[config.mk]
export PLATFORM = sky130hd
export DESIGN_NAME = lattice_addrgen
export DESIGN_NICKNAME = d
export VERILOG_FILES = /design/src/rtl/lattice_addrgen_pkg.sv /design/src/rtl/lattice_addrgen_wb_delay_line.sv /design/src/rtl/lattice_addrgen.sv
export SDC_FILE = /design/constraint.sdc
export NUM_CORES = 1
export LEC_CHECK = 0
export CAP_MARGIN = 20
export CORE_ASPECT_RATIO = 0.6
export CORE_MARGIN = 1.5
export CORE_UTILIZATION = 30
export CTS_CLUSTER_DIAMETER = 150
export DETAILED_ROUTE_END_ITERATION = 8
export GPL_ROUTABILITY_DRIVEN = 0
export SLEW_MARGIN = 25
export SYNTH_ARGS = -nofsm -noshare
export SYNTH_HDL_FRONTEND = slang
export SYNTH_SLANG_ARGS = --single-unit
[constraint.sdc]
create_clock -name clk -period 7.2 [get_ports clk]
set_input_delay 1.44 -clock clk [delete_from_list [all_inputs] [get_ports clk]]
set_output_delay 1.44 -clock clk [all_outputs]
set_load 0.005 [all_outputs]
[src/rtl/lattice_addrgen_pkg.sv]
// Shared constants and state encoding for the binomial-lattice backward-induction
// address sequencer.
package lattice_addrgen_pkg;

    localparam int DEF_ADDR_W = 13;
    localparam int DEF_WB_LAT = 6;
    // Bubble lengths never exceed WB_LAT-1, and WB_LAT is at most 15.
    localparam int GAP_W      = 4;

    typedef enum logic [1:0] {
        ST_IDLE,
        ST_RUN,
        ST_GAP,
        ST_DRAIN
    } state_e;

endpackage

[src/rtl/lattice_addrgen_wb_delay_line.sv]
// Fixed-depth {valid, addr} shift line that carries read issues forward to the
// write-back strobe; pending_o flags entries not yet presented at the output.
module lattice_addrgen_wb_delay_line #(
    parameter int DEPTH = 6,
    parameter int AW    = 13
) (
    input  logic          clk,
    input  logic          rst_n,
    input  logic          valid_i,
    input  logic [AW-1:0] addr_i,
    output logic          valid_o,
    output logic [AW-1:0] addr_o,
    output logic          pending_o
);

    logic [DEPTH-1:0] vld_q;
    logic [AW-1:0]    addr_q [DEPTH];

    // NOTE: the whole line, data included, is reset: a stale valid bit would
    // raise wr_en after a mid-sequence reset, and wr_addr must read 0 in reset.
    always_ff @(posedge clk or negedge rst_n) begin
        if (!rst_n) begin
            vld_q <= '0;
            for (int i = 0; i < DEPTH; i++) addr_q[i] <= '0;
        end else begin
            for (int i = DEPTH - 1; i > 0; i--) begin
                vld_q[i]  <= vld_q[i-1];
                addr_q[i] <= addr_q[i-1];
            end
            vld_q[0]  <= valid_i;
            addr_q[0] <= addr_i;
        end
    end

    assign valid_o = vld_q[DEPTH-1];
    assign addr_o  = addr_q[DEPTH-1];

    // The output stage is excluded so done can land the cycle after the last wr_en.
    always_comb begin
        pending_o = valid_i;
        for (int i = 0; i < DEPTH - 1; i++) pending_o = pending_o | vld_q[i];
    end

endmodule

[src/rtl/lattice_addrgen.sv]
// Backward-induction read/write index sequencer for the binomial lattice.
// Define ADDRGEN_STALL_EN to add the stall input that holds read issue.
module lattice_addrgen
    import lattice_addrgen_pkg::*;
#(
    parameter int ADDR_W = DEF_ADDR_W,
    parameter int WB_LAT = DEF_WB_LAT
) (
    input  logic              clk,
    input  logic              rst_n,
    input  logic              start,
    input  logic [ADDR_W-1:0] num_steps,
`ifdef ADDRGEN_STALL_EN
    input  logic              stall,
`endif
    output logic [ADDR_W-1:0] rd_addr,
    output logic              rd_valid,
    output logic [ADDR_W-1:0] wr_addr,
    output logic              wr_en,
    output logic [ADDR_W-1:0] step,
    output logic              busy,
    output logic              done
);

    state_e              state_q, state_d;
    logic [ADDR_W-1:0]   j_q, j_d, t_q, t_d;
    logic [GAP_W-1:0]    gap_q, gap_d;
    logic [ADDR_W-1:0]   rd_addr_q, rd_addr_d, step_q, step_d;
    logic                rd_valid_q, rd_valid_d, busy_q, busy_d, done_q, done_d;
    logic [ADDR_W-1:0]   cur_j, cur_t;
    logic                issue, stall_w, pending;

`ifdef ADDRGEN_STALL_EN
    assign stall_w = stall;
`else
    assign stall_w = 1'b0;
`endif

    // j_q/t_q name the node that the next issue edge will present on rd_addr.
    always_ff @(posedge clk or negedge rst_n) begin
        if (!rst_n) begin
            state_q    <= ST_IDLE;
            j_q        <= '0;
            t_q        <= '0;
            gap_q      <= '0;
            rd_addr_q  <= '0;
            rd_valid_q <= 1'b0;
            step_q     <= '0;
            busy_q     <= 1'b0;
            done_q     <= 1'b0;
        end else begin
            state_q    <= state_d;
            j_q        <= j_d;
            t_q        <= t_d;
            gap_q      <= gap_d;
            rd_addr_q  <= rd_addr_d;
            rd_valid_q <= rd_valid_d;
            step_q     <= step_d;
            busy_q     <= busy_d;
            done_q     <= done_d;
        end
    end

    // NOTE: every signal driven here gets a default first, so no path leaves
    // a variable unassigned and no latch is inferred.
    always_comb begin
        state_d    = state_q;
        j_d        = j_q;
        t_d        = t_q;
        gap_d      = gap_q;
        rd_valid_d = 1'b0;
        rd_addr_d  = rd_addr_q;
        step_d     = step_q;
        busy_d     = busy_q;
        done_d     = 1'b0;
        issue      = 1'b0;
        cur_j      = j_q;
        cur_t      = t_q;

        case (state_q)
            ST_IDLE: begin
                if (start) begin
                    busy_d = 1'b1;
                    if (num_steps == '0) begin
                        state_d = ST_DRAIN;
                    end else begin
                        cur_j   = '0;
                        cur_t   = num_steps - 1'b1;
                        j_d     = cur_j;
                        t_d     = cur_t;
                        state_d = ST_RUN;
                        issue   = !stall_w;
                    end
                end
            end
            ST_RUN: issue = !stall_w;
            ST_GAP: begin
                gap_d = gap_q - 1'b1;
                if (gap_q == GAP_W'(1)) state_d = ST_RUN;
            end
            ST_DRAIN: begin
                if (!pending) begin
                    done_d  = 1'b1;
                    busy_d  = 1'b0;
                    state_d = ST_IDLE;
                end
            end
            default: state_d = ST_IDLE;
        endcase

        if (issue) begin
            rd_valid_d = 1'b1;
            rd_addr_d  = cur_j;
            step_d     = cur_t;
            if (cur_j == cur_t) begin
                if (cur_t == '0) begin
                    state_d = ST_DRAIN;
                end else begin
                    t_d = cur_t - 1'b1;
                    j_d = '0;
                    // A step of L=t+1 nodes needs WB_LAT+1-L bubbles when L <= WB_LAT.
                    if (cur_t >= ADDR_W'(WB_LAT)) begin
                        state_d = ST_RUN;
                    end else begin
                        state_d = ST_GAP;
                        gap_d   = GAP_W'(WB_LAT) - GAP_W'(cur_t);
                    end
                end
            end else begin
                j_d = cur_j + 1'b1;
            end
        end
    end

    lattice_addrgen_wb_delay_line #(
        .DEPTH (WB_LAT),
        .AW    (ADDR_W)
    ) u_wb_delay_line (
        .clk       (clk),
        .rst_n     (rst_n),
        .valid_i   (rd_valid_q),
        .addr_i    (rd_addr_q),
        .valid_o   (wr_en),
        .addr_o    (wr_addr),
        .pending_o (pending)
    );

    assign rd_addr  = rd_addr_q;
    assign rd_valid = rd_valid_q;
    assign step     = step_q;
    assign busy     = busy_q;
    assign done     = done_q;

endmodule

Word level (Yosys, flattened, before mapping)
Index checks and enable logic that the tools add are counted.
{ "word_totals": {"ff_bits": 145} }
{ "op_classes": {"n_reduce_logical": 5, "n_bitwise": 5, "n_lt_le_gt_ge": 1, "n_mux": 35, "add_sub_neg": 5, "eq_ne": 7} }
{ "ops": {"columns": ["cell", "count"], "rows": [
  ["$mux 13", 12],
  ["$logic_not 13->1", 2],
  ["$sub 13x1->13 const B", 2],
  ["$mux 4", 5],
  ["$mux 2", 8],
  ["$add 13x1->13 const B", 1],
  ["$eq 13x13->1", 1],
  ["$ge 13x3->1 const B", 1],
  ["$mux 1", 7],
  ["$pmux 2 s3", 1],
  ["$or 1x1->1", 5],
  ["$eq 2x2->1 const B", 2],
  ["$eq 4x1->1 const B", 1],
  ["$ne 2x2->1 const B", 2],
  ["$pmux 1 s2", 2],
  ["$sub 3x4->4 const A", 1],
  ["$sub 4x1->4 const B", 1],
  ["$reduce_and 3->1", 1],
  ["$eq 2x1->1 const B", 1],
  ["$logic_not 2->1", 1],
  ["$reduce_bool 2->1", 1]
]} }

Depth between registers and ports, before layout
{ "logic_depth": {"depth_word": 9, "mapped_depth": 17, "depth_no_buf": 13} }

Modules after synthesis
Synthesis repeated with hierarchy kept, for this count alone.
{ "hier_totals": {"cells_unflattened": 528, "hier_area_um2": 6105.9} }
{ "modules_own_cells": {"columns": ["module", "seq_area_each_um2", "cells_per_inst", "area_each_um2", "instances"], "rows": [
  ["lattice_addrgen", 1526.5, 428, 3892.5, 1],
  ["lattice_addrgen_wb_delay_line", 2102.0, 100, 2213.4, 1]
]} }

Worst setup path after synthesis
OpenSTA, ideal clock, no wires.
{ "synth_timing": {"kind": "input-to-reg", "from": "input port num_steps[0]", "to": "register gap_q[1]", "path_stages": 13, "path_slack_ps": 2543, "arrival_ps": 4533, "path_buffers": 4, "path_cell_list": "buf_2 -> inv_1 -> ha_1 -> clkbuf_1 -> or3b_2 -> clkbuf_1 -> nor3_1 -> xnor2_1 -> o311ai_0 -> or4_1 -> buf_4 -> nor4_4 -> mux2_2"} }
{ "synth_between": {"elab_chain_len": 9, "elab_cells_between_ends": 19, "classes_between": "2 x add/sub; 1 x order compare; 1 x eq/ne; 13 x mux; 2 x reduce/logical"} }
{ "synth_rtl": {"columns": ["element", "line_no", "text"], "rows": [
  ["start: declaration", "lattice_addrgen.sv:12", "input logic [ADDR_W-1:0] num_steps,"],
  ["$sub 13x1->13 or $logic_not 13->1 (tied branches)", "lattice_addrgen.sv:88, lattice_addrgen.sv:84", null],
  ["$mux 13", "lattice_addrgen.sv:84", "if (num_steps == '0) begin"],
  ["$mux 13", "lattice_addrgen.sv:82", "if (start) begin"],
  ["$mux 13", "lattice_addrgen.sv:80", "case (state_q)"],
  ["$ge 13x3->1 or $sub 3x4->4 (tied branches)", "lattice_addrgen.sv:122, lattice_addrgen.sv:126", null],
  ["$mux 4", "lattice_addrgen.sv:122", "if (cur_t >= ADDR_W'(WB_LAT)) begin"],
  ["$mux 4", "lattice_addrgen.sv:116", "if (cur_t == '0) begin"],
  ["$mux 4", "lattice_addrgen.sv:115", "if (cur_j == cur_t) begin"],
  ["$mux 4 (*)", "lattice_addrgen.sv:111", "if (issue) begin"],
  ["named net gap_d[1]", "lattice_addrgen.sv:27", "logic [GAP_W-1:0] gap_q, gap_d;"],
  ["end signal: assignment", "lattice_addrgen.sv:55", "gap_q <= gap_d;"],
  ["end: declaration", "lattice_addrgen.sv:27", null]
]} }
The timed path passes the listed nets; every way through them passes the cells marked *.
A chain may end at the register's enable or synchronous reset.

Final worst setup path
{ "layout_timing": {"from": "input port num_steps[2]", "to": "register j_q[10]"} }
{ "layout_between": {"elab_chain_len": 8, "elab_cells_between_ends": 17, "classes_between": "2 x add/sub; 1 x eq/ne; 12 x mux; 2 x reduce/logical"} }
{ "layout_rtl": {"columns": ["element", "line_no", "text"], "rows": [
  ["$sub 13x1->13 or $logic_not 13->1 (tied branches)", "lattice_addrgen.sv:88, lattice_addrgen.sv:84", null],
  ["$mux 13", "lattice_addrgen.sv:84", null],
  ["$mux 13", "lattice_addrgen.sv:82", null],
  ["$mux 13", "lattice_addrgen.sv:80", null],
  ["$logic_not 13->1", "lattice_addrgen.sv:116", null],
  ["$mux 13", "lattice_addrgen.sv:116", null],
  ["$mux 13", "lattice_addrgen.sv:115", null],
  ["$mux 13 (*)", "lattice_addrgen.sv:111", null],
  ["named net j_d[10]", "lattice_addrgen.sv:26", "logic [ADDR_W-1:0] j_q, j_d, t_q, t_d;"],
  ["end signal: assignment", "lattice_addrgen.sv:53", "j_q <= j_d;"],
  ["end: declaration", "lattice_addrgen.sv:26", null]
]} }
Marks and branches as above.

==> metrics.txt <==
# TYPE chip_impl_metric gauge
chip_impl_metric{name="synth-adder-area-share",unit="%"} 1.83
chip_impl_info{name="timing.hold.worst.start",value="u_wb_delay_line.addr_q[67]"} 1
chip_impl_info{name="status",value="complete, no violations"} 1
chip_impl_metric{name="grt_remaining_overflow",unit=""} 0
chip_impl_metric{name="number_of_nets_in_the_layout",unit=""} 620
chip_impl_metric{name="clock_power_share",unit="%"} 39.3
chip_impl_metric{name="sw_frac_of_total",unit="%"} 27.7
chip_impl_metric{name="design.die.area",unit="sq um"} 21400
chip_impl_metric{name="fmax",unit="GHz"} 0.176
chip_impl_metric{name="global_route_wire_length_before_repair",unit="um"} 24000
chip_impl_metric{name="synth_xor_xnor_area_share",unit="%"} 4.41
chip_impl_metric{name="ioPinCount",unit=""} 59
chip_impl_metric{name="hold_depth",unit=""} 0
chip_impl_info{name="combinational_family_with_the_most_area_after_synthesis",value="simple AND/OR/NAND/NOR gates"} 1
chip_impl_metric{name="final.hold.worst_slack",unit="ps"} 340
chip_impl_metric{name="powerDensity",unit="nW/um^2"} 328
chip_impl_metric{name="max_cap_violations",unit=""} 0
chip_impl_metric{name="fill_cells",unit=""} 1904
chip_impl_metric{name="worstSkewPairLatency",unit="ps"} 420
chip_impl_metric{name="yosys.area_share.simple",unit="%"} 15.8
chip_impl_metric{name="final_util",unit="%"} 37.7
chip_impl_info{name="synth-main-ff-cell",value="sky130_fd_sc_hd__dfrtp_1"} 1
chip_impl_metric{name="chipWidth",unit="um"} 188
chip_impl_metric{name="insertedDiodeCount",unit=""} 0
chip_impl_metric{name="ffs_latches_synth",unit=""} 145
chip_impl_metric{name="instances_no_fill",unit=""} 881
chip_impl_metric{name="layout_cell_area_excl_fill",unit="sq um"} 7560
chip_impl_metric{name="crit_arrival",unit="ps"} 5980
chip_impl_metric{name="setup_slack_reg_to_reg",unit="ps"} 2960
chip_impl_metric{name="min_period",unit="ps"} 5680
chip_impl_metric{name="cts.repair_timing.setup_buffer_count",unit=""} 0
chip_impl_metric{name="async_reset_ff_share",unit="%"} 100
chip_impl_info{name="synth.cells.most_frequent",value="sky130_fd_sc_hd__dfrtp_1 (145), sky130_fd_sc_hd__nand2_1 (62), sky130_fd_sc_hd__o21ai_0 (31)"} 1
chip_impl_metric{name="power_internal",unit="mW"} 1.79
chip_impl_info{name="rsz0062_at_grt",value="false"} 1
chip_impl_metric{name="h-tree-depth",unit=""} 4
chip_impl_info{name="r2r-start",value="state_q[1]"} 1
chip_impl_metric{name="total_power",unit="mW"} 2.48
chip_impl_metric{name="syn_nets",unit=""} 585
chip_impl_metric{name="initial_core_util",unit="%"} 30.7
chip_impl_metric{name="synth_area_per_cell",unit="sq um"} 11.0
chip_impl_metric{name="via_count_of_the_first_global_routing_pass",unit=""} 4258
chip_impl_metric{name="wl_per_cell",unit="um"} 17.1
chip_impl_metric{name="synth_enable_flop_cells",unit=""} 0
chip_impl_metric{name="count_of_input_and_output_buffers",unit=""} 58
chip_impl_info{name="tritoncts",value="done"} 1
chip_impl_metric{name="grt_max_degree",unit=""} 81
chip_impl_metric{name="power.share.sequential",unit="%"} 45.2
chip_impl_metric{name="worst_r2r_path_depth",unit=""} 7
chip_impl_info{name="synth.most_common_cell",value="sky130_fd_sc_hd__dfrtp_1"} 1
chip_impl_metric{name="cts_hold_buffers",unit=""} 0
chip_impl_metric{name="synth-compound-area-share",unit="%"} 11.1
chip_impl_metric{name="synthMuxAreaShare",unit="%"} 2.66
chip_impl_metric{name="part_of_the_yosys_area_used_for_sequential_elements",unit="%"} 58.9
chip_impl_info{name="critical_path.reg2reg.endpoint",value="gap_q[1]"} 1
chip_impl_metric{name="groute.usage.overall",unit="%"} 14.7
chip_impl_metric{name="cell_area_synth",unit="sq um"} 6160
chip_impl_info{name="buffer_type_at_the_clock_tree_root",value="sky130_fd_sc_hd__clkbuf_16"} 1
chip_impl_info{name="worst_hold_endpoint",value="u_wb_delay_line.addr_q[54]"} 1
chip_impl_metric{name="post-synth-top-area-fraction",unit="%"} 58.9
chip_impl_metric{name="total_leakage_power",unit="nW"} 3.14
chip_impl_info{name="timing.critical_path.to_type",value="register"} 1
chip_impl_metric{name="skew",unit="ps"} 17.1
chip_impl_info{name="hold_path.class",value="register to register"} 1
chip_impl_metric{name="cts_made_buffers",unit=""} 17
chip_impl_metric{name="detail_route.drc_violations",unit=""} 0
chip_impl_metric{name="drt-pass1-iter-count",unit=""} 6
chip_impl_metric{name="cts.clk_slew.worst_paths",unit="ps"} 70
chip_impl_metric{name="post_dp_cell_area",unit="sq um"} 6890
chip_impl_metric{name="setup-violations-final",unit=""} 0
chip_impl_metric{name="yosysWarnings",unit=""} 0
chip_impl_metric{name="synthDistinctLibCells",unit=""} 61
chip_impl_metric{name="flow.area_growth_from_synthesis",unit="%"} 22.6
chip_impl_metric{name="placement.setup.worst_slack",unit="ps"} 1270
chip_impl_metric{name="power.combinational.fraction",unit="%"} 15.5
chip_impl_metric{name="worst_slack",unit="ps"} 1520
chip_impl_metric{name="fin_crit_sh",unit="%"} 78.9
chip_impl_metric{name="placed_cells",unit=""} 849
chip_impl_metric{name="rows",unit=""} 40
chip_impl_metric{name="die_h",unit="um"} 114
chip_impl_metric{name="clock_path_buffers",unit=""} 2
chip_impl_metric{name="number_of_hold_violations_in_the_final_report",unit=""} 0
chip_impl_metric{name="drt_wl_total",unit="um"} 15100
chip_impl_metric{name="switching_power",unit="mW"} 0.688
chip_impl_metric{name="via_per_inst",unit=""} 5.06
chip_impl_metric{name="vdd_ir_drop_max",unit="V"} 0.000151
chip_impl_metric{name="worst_slew_pin_slew",unit="ps"} 1100
chip_impl_metric{name="worstPathMaxFanout",unit=""} 19
chip_impl_metric{name="drive_above_1_share",unit="%"} 9.54
chip_impl_metric{name="clk_sink_count",unit=""} 145
chip_impl_metric{name="cts_resized",unit=""} 0
chip_impl_metric{name="route.antenna.remaining_nets",unit=""} 0
chip_impl_info{name="yosysTopAreaCell",value="sky130_fd_sc_hd__dfrtp_1"} 1
chip_impl_metric{name="vias",unit=""} 4454
chip_impl_metric{name="final-max-slew-violation-count",unit=""} 0
chip_impl_info{name="start_kind",value="input pin"} 1
chip_impl_metric{name="max-slew-margin-rel",unit="%"} 26.3
chip_impl_metric{name="core_footprint",unit="sq um"} 20100
chip_impl_metric{name="worstPathRequired",unit="ps"} 7500
chip_impl_info{name="critPathKind",value="input pin to register"} 1
chip_impl_metric{name="hpwlAfterDp",unit="um"} 10700
chip_impl_metric{name="antenna_found_initial",unit=""} 0
chip_impl_metric{name="synthesis.instances",unit=""} 560
chip_impl_info{name="leading_cell_types_by_total_area_after_synthesis",value="sky130_fd_sc_hd__dfrtp_1 (59%), sky130_fd_sc_hd__nand2_1 (3.8%), sky130_fd_sc_hd__xnor2_1 (3.3%)"} 1
chip_impl_metric{name="timing.setup.tns",unit="ps"} 0
chip_impl_metric{name="drtIter0Drc",unit=""} 418
==> registers in the layout (all words and copies together), names as in the netlist <==
signal,cells
busy,1
done,1
gap_q,4
j_q,13
rd_addr,13
rd_valid,1
state_q,2
step,13
t_q,13
u_wb_delay_line.addr_o,13
u_wb_delay_line.addr_q,65
u_wb_delay_line.vld_q,6
==> metal layers <==
metal / vias up / GRT usage, % / routed length (um) / part of all wire, %
met4: 0 / 4.27 / 147 / 0.98
met3: 17 / 6.52 / 1670 / 11
met2: 229 / 18.1 / 5690 / 38
li1: 2041 / - / - / -
met5: - / 0 / 0 / 0
met1: 2167 / 22.3 / 7560 / 50
==> cell type report <==
| class | count | area [sq um] | share of cell area [%] |
|---|---|---|---|
| Clock buffer | 17 | 425 | 5.63 |
| Clock inverter | 15 | 235 | 3.11 |
| Inverter | 21 | 78.8 | 1.04 |
| Multi-Input combinational cell | 346 | 2220 | 29.3 |
| Sequential cell | 145 | 3630 | 48.0 |
| Tap cell | 273 | 342 | 4.52 |
| Timing Repair Buffer | 64 | 631 | 8.34 |
==> layout by cell type, fill, tap and decap left out, types with 17 or more instances in the layout <==
master / synthesis / routed
sky130_fd_sc_hd__dfrtp_1: 145 / 145
sky130_fd_sc_hd__nand2_1: 62 / 62
sky130_fd_sc_hd__clkdlybuf4s50_1: 0 / 57
sky130_fd_sc_hd__o21ai_0: 31 / 31
sky130_fd_sc_hd__a21oi_1: 28 / 28
sky130_fd_sc_hd__xnor2_1: 23 / 23
sky130_fd_sc_hd__nor2_1: 23 / 22
sky130_fd_sc_hd__inv_1: 21 / 21
sky130_fd_sc_hd__clkbuf_16: 0 / 17
==> critical path, stage by stage <==
cell and delay [ps]:
sky130_fd_sc_hd__clkdlybuf4s50_1 610, sky130_fd_sc_hd__nor4_2 700, sky130_fd_sc_hd__a41o_1 560, sky130_fd_sc_hd__buf_4 350, sky130_fd_sc_hd__mux2i_1 670, sky130_fd_sc_hd__nand4_1 210
sky130_fd_sc_hd__and4b_1 800, sky130_fd_sc_hd__a21oi_1 310, sky130_fd_sc_hd__o31ai_1 320
==> how the worst max path moves through the flow <==
| stage | start | endpoint | slack (ps) | cells after the start |
|---|---|---|---|---|
| 2_1_floorplan | num_steps[0] | gap_q[1] | 2540 | 13 |
| 3_3_place_gp | num_steps[2] | j_q[10] | 1420 | 9 |
| 3_5_place_dp | num_steps[2] | j_q[10] | 1270 | 9 |
| 4_1_cts | num_steps[2] | j_q[10] | 1680 | 9 |
| 5_1_grt | num_steps[6] | j_q[10] | 1250 | 9 |
| 6_report | num_steps[2] | j_q[10] | 1520 | 9 |
==> power by group through the flow <==
stage                     sequential, mW  combinational [mW]  clock, mW
final                               1.12               0.384      0.975
after CTS                           1.12               0.382      0.996
after floorplan                     1.09               0.222          0
after global routing                1.14               0.423       1.04
after detailed placement            1.14               0.379          0
after global placement              1.13               0.375          0
==> cell families after synthesis <==
kind of cell / Yosys count
adders and majority gates: 9
xor gates and xnor gates: 31
DFF: 145
AOI/OAI and AO/OA: 108
and+or+nand+nor: 182
buffers and inverters: 69
muxes: 16
Power figures use the tool's default switching activity.
